$ cat src/rtl/audio_fx_pipe.sv
// audio_fx_pipe -- two-stage audio effect pipeline between codec in/out FIFOs.
//   S1 attenuates each channel by an arithmetic right shift (SW[3:1]).
//   S2 multiplies by the mute gain, rescales and saturates into audio_out.
//
// Ports:
//   CLOCK_50           sole clock, rising edge
//   resetn             asynchronous active-low reset
//   SW[0]              mute, SW[3:1] attenuation shift, SW[9:4] unused
//   audio_in_available codec has an input frame
//   audio_out_allowed  codec can accept an output frame
//   read_audio_in      combinational: input frame consumed this cycle
//   write_audio_out    combinational: output frame presented this cycle
//   audio_in           packed signed input frame, channel 0 in the low slice
//   audio_out          packed signed output frame, registered
//
// Build option: define AUDIO_FX_SOFT_MUTE_EN for a one-step-per-frame gain
// ramp on mute/unmute; otherwise the gain switches hard between 0 and unity.

module audio_fx_pipe #(
  parameter int DATA_W = 32,
  parameter int NUM_CH = 2,
  parameter int GAIN_W = 9
) (
  input  logic                     CLOCK_50,
  input  logic                     resetn,
  input  logic [9:0]               SW,
  input  logic                     audio_in_available,
  input  logic                     audio_out_allowed,
  output logic                     read_audio_in,
  output logic                     write_audio_out,
  input  logic [NUM_CH*DATA_W-1:0] audio_in,
  output logic [NUM_CH*DATA_W-1:0] audio_out
);

  localparam logic [GAIN_W-1:0] UNITY  = {1'b1, {(GAIN_W-1){1'b0}}};
  localparam int                PROD_W = DATA_W + GAIN_W + 1;

  logic                     v1;
  logic                     v2;
  logic                     s1_adv;
  logic                     s2_adv;
  logic [NUM_CH*DATA_W-1:0] s1_data;
  logic [NUM_CH*DATA_W-1:0] s1_next;
  logic [NUM_CH*DATA_W-1:0] s2_next;
  logic [GAIN_W-1:0]        s1_gain;
  logic [GAIN_W-1:0]        gain_now;
  logic                     mute;
  logic [2:0]               shift;
  logic                     unused_sw;

  assign mute      = SW[0];
  assign shift     = SW[3:1];
  assign unused_sw = ^SW[9:4];

  // Handshakes: a stage may take new data when it is empty or being emptied.
  // read is also held low while reset is asserted so it falls with v1/v2.
  assign write_audio_out = v2 & audio_out_allowed;
  assign s2_adv          = ~v2 | write_audio_out;
  assign s1_adv          = ~v1 | s2_adv;
  assign read_audio_in   = resetn & audio_in_available & s1_adv;

`ifdef AUDIO_FX_SOFT_MUTE_EN
  logic [GAIN_W-1:0] gain;

  assign gain_now = gain;

  always_ff @(posedge CLOCK_50 or negedge resetn) begin
    if (!resetn) begin
      gain <= UNITY;
    end else if (read_audio_in) begin
      if (mute) begin
        if (gain != '0) gain <= gain - GAIN_W'(1);
      end else begin
        if (gain != UNITY) gain <= gain + GAIN_W'(1);
      end
    end
  end
`else
  assign gain_now = mute ? '0 : UNITY;
`endif

  for (genvar ch = 0; ch < NUM_CH; ch++) begin : g_ch
    logic signed [DATA_W-1:0] x_in;
    logic signed [DATA_W-1:0] s1_ch;
    logic signed [PROD_W-1:0] prod;
    logic signed [PROD_W-1:0] scaled;
    logic        [GAIN_W+1:0] top;
    logic        [DATA_W-1:0] sat;

    assign x_in  = audio_in[ch*DATA_W +: DATA_W];
    assign s1_next[ch*DATA_W +: DATA_W] = x_in >>> shift;

    // Gain is unsigned; a zero MSB makes it a non-negative signed operand.
    assign s1_ch  = s1_data[ch*DATA_W +: DATA_W];
    assign prod   = s1_ch * $signed({1'b0, s1_gain});
    assign scaled = prod >>> (GAIN_W - 1);

    // Result fits in DATA_W iff all bits from the DATA_W sign bit up agree.
    assign top = scaled[PROD_W-1:DATA_W-1];
    assign sat = (top == '0 || top == '1) ? scaled[DATA_W-1:0]
               : scaled[PROD_W-1]         ? {1'b1, {(DATA_W-1){1'b0}}}
               :                            {1'b0, {(DATA_W-1){1'b1}}};
    assign s2_next[ch*DATA_W +: DATA_W] = sat;
  end

  // S1 carries the gain sampled at read time with its frame, so a gain
  // update on the same read edge only affects later frames.
  always_ff @(posedge CLOCK_50 or negedge resetn) begin
    if (!resetn) begin
      v1        <= 1'b0;
      v2        <= 1'b0;
      s1_data   <= '0;
      s1_gain   <= UNITY;
      audio_out <= '0;
    end else begin
      if (s1_adv) begin
        v1 <= read_audio_in;
        if (read_audio_in) begin
          s1_data <= s1_next;
          s1_gain <= gain_now;
        end
      end
      if (s2_adv) begin
        v2 <= v1;
        if (v1) audio_out <= s2_next;
      end
    end
  end

endmodule

$ cat config.mk
export PLATFORM = sky130hd
export DESIGN_NAME = audio_fx_pipe
export DESIGN_NICKNAME = d
export VERILOG_FILES = /design/src/rtl/audio_fx_pipe.sv
export SDC_FILE = /design/constraint.sdc
export NUM_CORES = 1
export LEC_CHECK = 0
export CELL_PAD_IN_SITES_DETAIL_PLACEMENT = 1
export CELL_PAD_IN_SITES_GLOBAL_PLACEMENT = 1
export CORE_MARGIN = 2
export CORE_UTILIZATION = 46
export DETAILED_ROUTE_END_ITERATION = 7
export DONT_BUFFER_PORTS = 1
export GPL_ROUTABILITY_DRIVEN = 1
export PLACE_DENSITY = 0.78
export SLEW_MARGIN = 20
export SYNTH_ARGS = -nofsm -noshare
export SYNTH_HDL_FRONTEND = slang
export SYNTH_SLANG_ARGS = --single-unit
$ cat constraint.sdc
create_clock -name CLOCK_50 -period 1.25 [get_ports CLOCK_50]
set_input_delay 0.1875 -clock CLOCK_50 [delete_from_list [all_inputs] [get_ports CLOCK_50]]
set_output_delay 0.1875 -clock CLOCK_50 [all_outputs]
set_load 0.03 [all_outputs]
== Word-level counts from Yosys, hierarchy flattened ==
Cells that the tools add are included.
W data, S select, Z words.

* Register bits after elaboration: 139
* Input port bits: 78
* Word-level logic and storage cells: 29

* Multipliers: 2
* Equality and inequality tests: 2
* Shifts and indexed selects: 2
* Multiplexer cells: 5
* Bitwise operators: 7
* Reductions and logical operators: 6

{| class="wikitable"
|+ Operators with widths
! cell !! count
|-
| $mux W32 || 4
|-
| $mul A32 B10 Y42 || 2
|-
| $sshr A32 B3 Y32 || 2
|-
| $eq A11 B11 Y1 const B || 2
|-
| $logic_not A11 Y1 || 2
|-
| $mux W9 || 1
|-
| $reduce_and A2 Y1 || 2
|-
| $and A1 B1 Y1 || 3
|-
| $logic_or A1 B1 Y1 || 2
|-
| $not A1 Y1 || 2
|-
| $or A1 B1 Y1 || 2
|}

== Logic depth before layout (Yosys ltp) ==
Gate-level depths: netlist of the first run.

* Word-level depth: 5
* Gate-level depth with buffers: 6
* Mapped depth without buffers: 4

== Least setup slack after synthesis of the first run ==
No wires, ideal clock.

* Kind: reg-to-reg
* From: register s1_gain[8]
* To: register audio_out[34]
* Library setup time: 64 ps
* Data arrival time: 1,318 ps
* Required time: 1,186 ps
* Path slack: -132 ps
* Stages on the path, launching flop included: 5
* Buffers on the path: 2
* Clock period less this slack: 1,382 ps
* Cells stage by stage: dfstp_2 -> clkbuf_1 -> buf_1 -> nand4_1 -> a21bo_2

* Word-level cells in the longest chain between the ends: 4
* Elaborated cells on any way between the ends: 6
* Classes of those cells: mul: 1; eq/ne: 1; mux: 2; reduce/logical: 2

{| class="wikitable"
|+ RTL lines
! what !! RTL line !! source
|-
| start: declaration || 45 || <nowiki>logic [GAIN_W-1:0] s1_gain;</nowiki>
|-
| start signal: assignment || 120 || <nowiki>s1_gain <= gain_now;</nowiki>
|-
| $mul A32 B10 Y42 * || 95 || <nowiki>assign prod = s1_ch * $signed({1'b0, s1_gain});</nowiki>
|-
| $eq A11 B11 Y1 / $logic_not A11 Y1 (equally long branches) || 100 || <nowiki>assign sat = (top == '0 || top == '1) ? scaled[DATA_W-1:0]</nowiki>
|-
| $logic_or A1 B1 Y1 || 100 ||
|-
| $mux W32 * || 100 ||
|-
| end signal: assignment || 125 || <nowiki>if (v1) audio_out <= s2_next;</nowiki>
|-
| end: declaration || 32 || <nowiki>output logic [NUM_CH*DATA_W-1:0] audio_out</nowiki>
|}

Mark *: on every way between the ends. The rest lies on a longest branch, timed or not.
A chain may end at the register's enable or synchronous reset.

== Final worst setup path of the first run ==
* From: register v2
* To: register audio_out[10]

* Word-level cells in the longest chain between the ends: 3
* Elaborated cells on any way between the ends: 4
* Classes of those cells: bitwise: 3; reduce/logical: 1

{| class="wikitable"
|+ RTL lines
! what !! RTL line !! source
|-
| start: declaration || 39 || <nowiki>logic v2;</nowiki>
|-
| start signal: assignment || 124 || <nowiki>v2 <= v1;</nowiki>
|-
| $and A1 B1 Y1 / $not A1 Y1 (equally long branches) || 57, 58 ||
|-
| $or A1 B1 Y1 * || 58 || <nowiki>assign s2_adv = ~v2 | write_audio_out;</nowiki>
|-
| $reduce_and A2 Y1 (no line) * || -- ||
|}

Marked as above.

==> summary.md, run 1 <==
| Metric | Value |
|---|---|
| Leak | `4.018 nW` |
| Antenna cells | `0` |
| Area after DPL | `approximately 8000 µm²` |
| Cell area after synthesis | `7586 µm²` |
| Largest net degree at the start of global routing | `approximately 130` |
| Final Worst Setup Slack | `-0.2638 ns` |
| Min Tclk post-route | `around 1.5 ns` |
| Syn. warnings | `0` |
| Most common cell after layout, fill and taps aside | `dfrtp_1` |
| Peak supply drop | `between 1000 and 1500 µV` |
| Site Rows | `46` |
| Min-delay worst type | `input port to asynchronous set/reset pin` |
| Design Area, Final | `roughly 10000 µm²` |
| Vias in the first global route | `6783` |
| Gate Count Post-Synth | `slightly below 700` |
| Status | `finished with violations` |
| Die Y | `between 100 and 150 µm` |
| DRC | `0` |
| Post-synthesis cell type count | `37` |
| Buffers on Ports | `0` |
| Post-synth top area cell | `dfrtp_1` |
| Area Growth Syn to Fin | `29.26%` |
| Largest stage delay, worst path | `approximately 0.44 ns` |
| Power per cell area | `about 1600 nW/µm²` |
| Clock root buffer | `clkbuf_16` |
| Core area | `~16000 µm²` |
| Post-route ant nets | `0` |
| First-pass GRT wire length | `39.99 mm` |
| RSZ-0062 raised after global routing | `yes` |
| Via density | `between 7 and 8` |
| RePlAce Congestion | `0.8284` |
| Max cap viols | `0` |
| Die Wd | `132.4 µm` |
| Failing checks | `negative hold slack, negative setup slack` |
| Hold Vio Cnt, Final | `between 100 and 150` |
| Synth top area share | `0.4288` |
| Global route overflow | `0` |
| Reg clk slew, reported paths | `0.06 ns` |
| Worst path required time | `roughly 1.6 ns` |
| Hold WS | `-0.5487 ns` |
| Initial antenna violation count | `0` |
| Critical Path Fanout Max | `14` |
| Sequential fraction of the synthesis area | `0.4323` |
| Worst path buffer plus inverter count | `3` |
| # hold bufs at CTS | `4` |
| DR pass1 iterations | `7` |
| Slowest cell on the critical path | `dfrtp_2` |
| Layout cells sized above 1 | `0.5058` |
| Slew @ Worst Pin | `approximately 0.8 ns` |
| Final setup viols | `125` |
| WS Path Type | `register to register` |
| Most frequent cells in the layout | `dfrtp_1 (128), o22ai_1 (71), nand4_1 (64)` |
| Detailed router's first-iteration violation count | `around 610` |
| Cell family with most CP delay | `buffers and inverters` |
| Clock sinks | `about 130` |
| Routed Wire Length | `between 20 and 30 mm` |
| Clock Skew | `between 0.006 and 0.007 ns` |
| CTS tree | `yes` |
| Vias post-DR | `about 6600` |
| Io pins | `around 140` |
| Initial cell density of the core | `0.4741` |
| Clk_lat worst skew | `approximately 0.43 ns` |
| Clock H-tree levels | `4` |
| Fin crit share | `1.211` |
| Fmax | `between 600 and 700 MHz` |
| Synth area leaders | `dfrtp_1 (43%), o22ai_1 (8.2%), a21bo_2 (8.0%)` |
| Endpoint type of the worst setup path | `register` |
| Final net count | `751` |
| Syn_nets | `roughly 750` |
| CTS max path bufs | `2` |
| Number of buffers created by CTS | `17` |
| Wire length per cell | `roughly 32 µm` |
| Synth Register Bits | `roughly 130` |
| Slew Viols, Final | `0` |
| Final HPWL DP | `roughly 15 mm` |
| Crit-path cells | `buf_4, nand2b_4, buf_12, clkbuf_16, nand4_1, a21bo_2` |
| Synth Area per Inst | `11.22 µm²` |
| GR Util All Layers | `0.2921` |
| Arrival @ worst endpoint | `between 1.5 and 2 ns` |
| Rel. slew slack | `0.4725` |
| Die area | `17540 µm²` |
| Startpoint types | `register` |
==> through the flow <==
stage	TNS (ns)	util	power, mW	setup WS (ns)	std cells
3_5_place_dp	-8.588	0.5044	8.829	-0.2033	839
4_1_cts	-11.67	0.5866	15.03	-0.1880	891
2_1_floorplan	-0.3690	-	8.216	-0.02961	676
6_report	-23.95	0.6128	15.53	-0.2638	902
3_3_place_gp	-4.033	0.5044	8.660	-0.09199	839
5_1_grt	-27.07	0.6128	15.97	-0.3002	902
==> synth_stat cells, drive strengths merged <==
library cell  count
and3b             1
buf              53
nand2b           16
o22ai           100
a31oi             4
mux2             64
nand3b            1
clkbuf           28
or2               1
a211oi            2
o31ai            52
mux2i             2
mux4              8
dfstp             1
nand4            64
a2bb2oi           4
o211ai            2
o21a              2
and2              2
a21oi             4
a21bo            64
dfrtp           130
o21ai            62
nor3b             2
nor2              1
nand2             5
inv               1
==> state kept, by name (all words and copies together), names as in the netlist <==
name       cells
v1             1
v2             1
audio_out     64
s1_data       64
s1_gain        1
==> repair_timing <==
item	in CTS	in global routing
setup endpoints to repair	92	129
gates resized for setup	93	35
endpoints found under the hold margin	144	131
pin swaps	30	12
gates cloned	6	9
setup buffers	10	2
==> kinds of logic after synthesis <==
| group | synth area share |
|---|---|
| buffers and inverters | 0.06202 |
| AO/OA/AOI/OAI | 0.2951 |
| AND/OR/NAND/NOR | 0.07636 |
| multiplexers | 0.1343 |
| flip-flops | 0.4323 |
==> routing by layer <==
layer | up-vias | wire length, µm | GRT usage
li1 | 2675 | - | -
met4 | 0 | 1024 | 0.1260
met5 | - | 0 | 0
met3 | 95 | 2258 | 0.07011
met2 | 410 | 14650 | 0.4888
met1 | 3384 | 10810 | 0.3613
==> power by group <==
part	switching (mW)	internal, mW
combinational	1.69	1.68
sequential	1.40	4.99
clock	2.01	3.76
total	5.10	10.4
==> final cells by class <==
class | instances | area [µm²]
sequential | 131 | 3282
fill | 1579 | 6195
clock buffer | 21 | 480.5
timing repair buffer | 59 | 1026
multi-input combinational | 463 | 4538
tap | 216 | 270.3
clock inverter | 11 | 197.7
inverter | 1 | 11.26
==> worst paths after layout <==
check | from | endpoint | slack [ns] | depth (start not counted)
max | v2$_DFFE_PN0N_ | audio_out[10]$_DFFE_PN0P_ | -0.26 | 6
min | resetn | audio_out[1]$_DFFE_PN0P_ | -0.55 | 0
max reg2reg | v2$_DFFE_PN0N_ | audio_out[10]$_DFFE_PN0P_ | -0.26 | 6
min reg2reg | s1_data[24]$_DFFE_PN0P_ | s1_data[24]$_DFFE_PN0P_ | 0.51 | 2
max in group asynchronous | resetn | v2$_DFFE_PN0N_ | 1.49 | 0
min in group CLOCK_50 | audio_in[63] | s1_data[61]$_DFFE_PN0P_ | -0.02 | 2
Note: power is estimated with default switching activity, not from simulation.
==> run 2, diff against run 1 <==
--- a/config.mk
+++ b/config.mk
@@ -5,6 +5,7 @@
 export SDC_FILE = /design/constraint.sdc
 export NUM_CORES = 1
 export LEC_CHECK = 0
+export ABC_CLOCK_PERIOD_IN_PS = 1250
 export CELL_PAD_IN_SITES_DETAIL_PLACEMENT = 1
 export CELL_PAD_IN_SITES_GLOBAL_PLACEMENT = 1
 export CORE_MARGIN = 2
==> results of run 2 <==
The final DEF is identical to that of run 1; final timing and power are the same.
==> run 3, diff against run 2 <==
--- a/config.mk
+++ b/config.mk
@@ -6,6 +6,7 @@
 export NUM_CORES = 1
 export LEC_CHECK = 0
 export ABC_CLOCK_PERIOD_IN_PS = 1250
+export CAP_MARGIN = 20
 export CELL_PAD_IN_SITES_DETAIL_PLACEMENT = 1
 export CELL_PAD_IN_SITES_GLOBAL_PLACEMENT = 1
 export CORE_MARGIN = 2
==> results of run 3 <==
The final DEF is identical to that of run 1; final timing and power are the same.
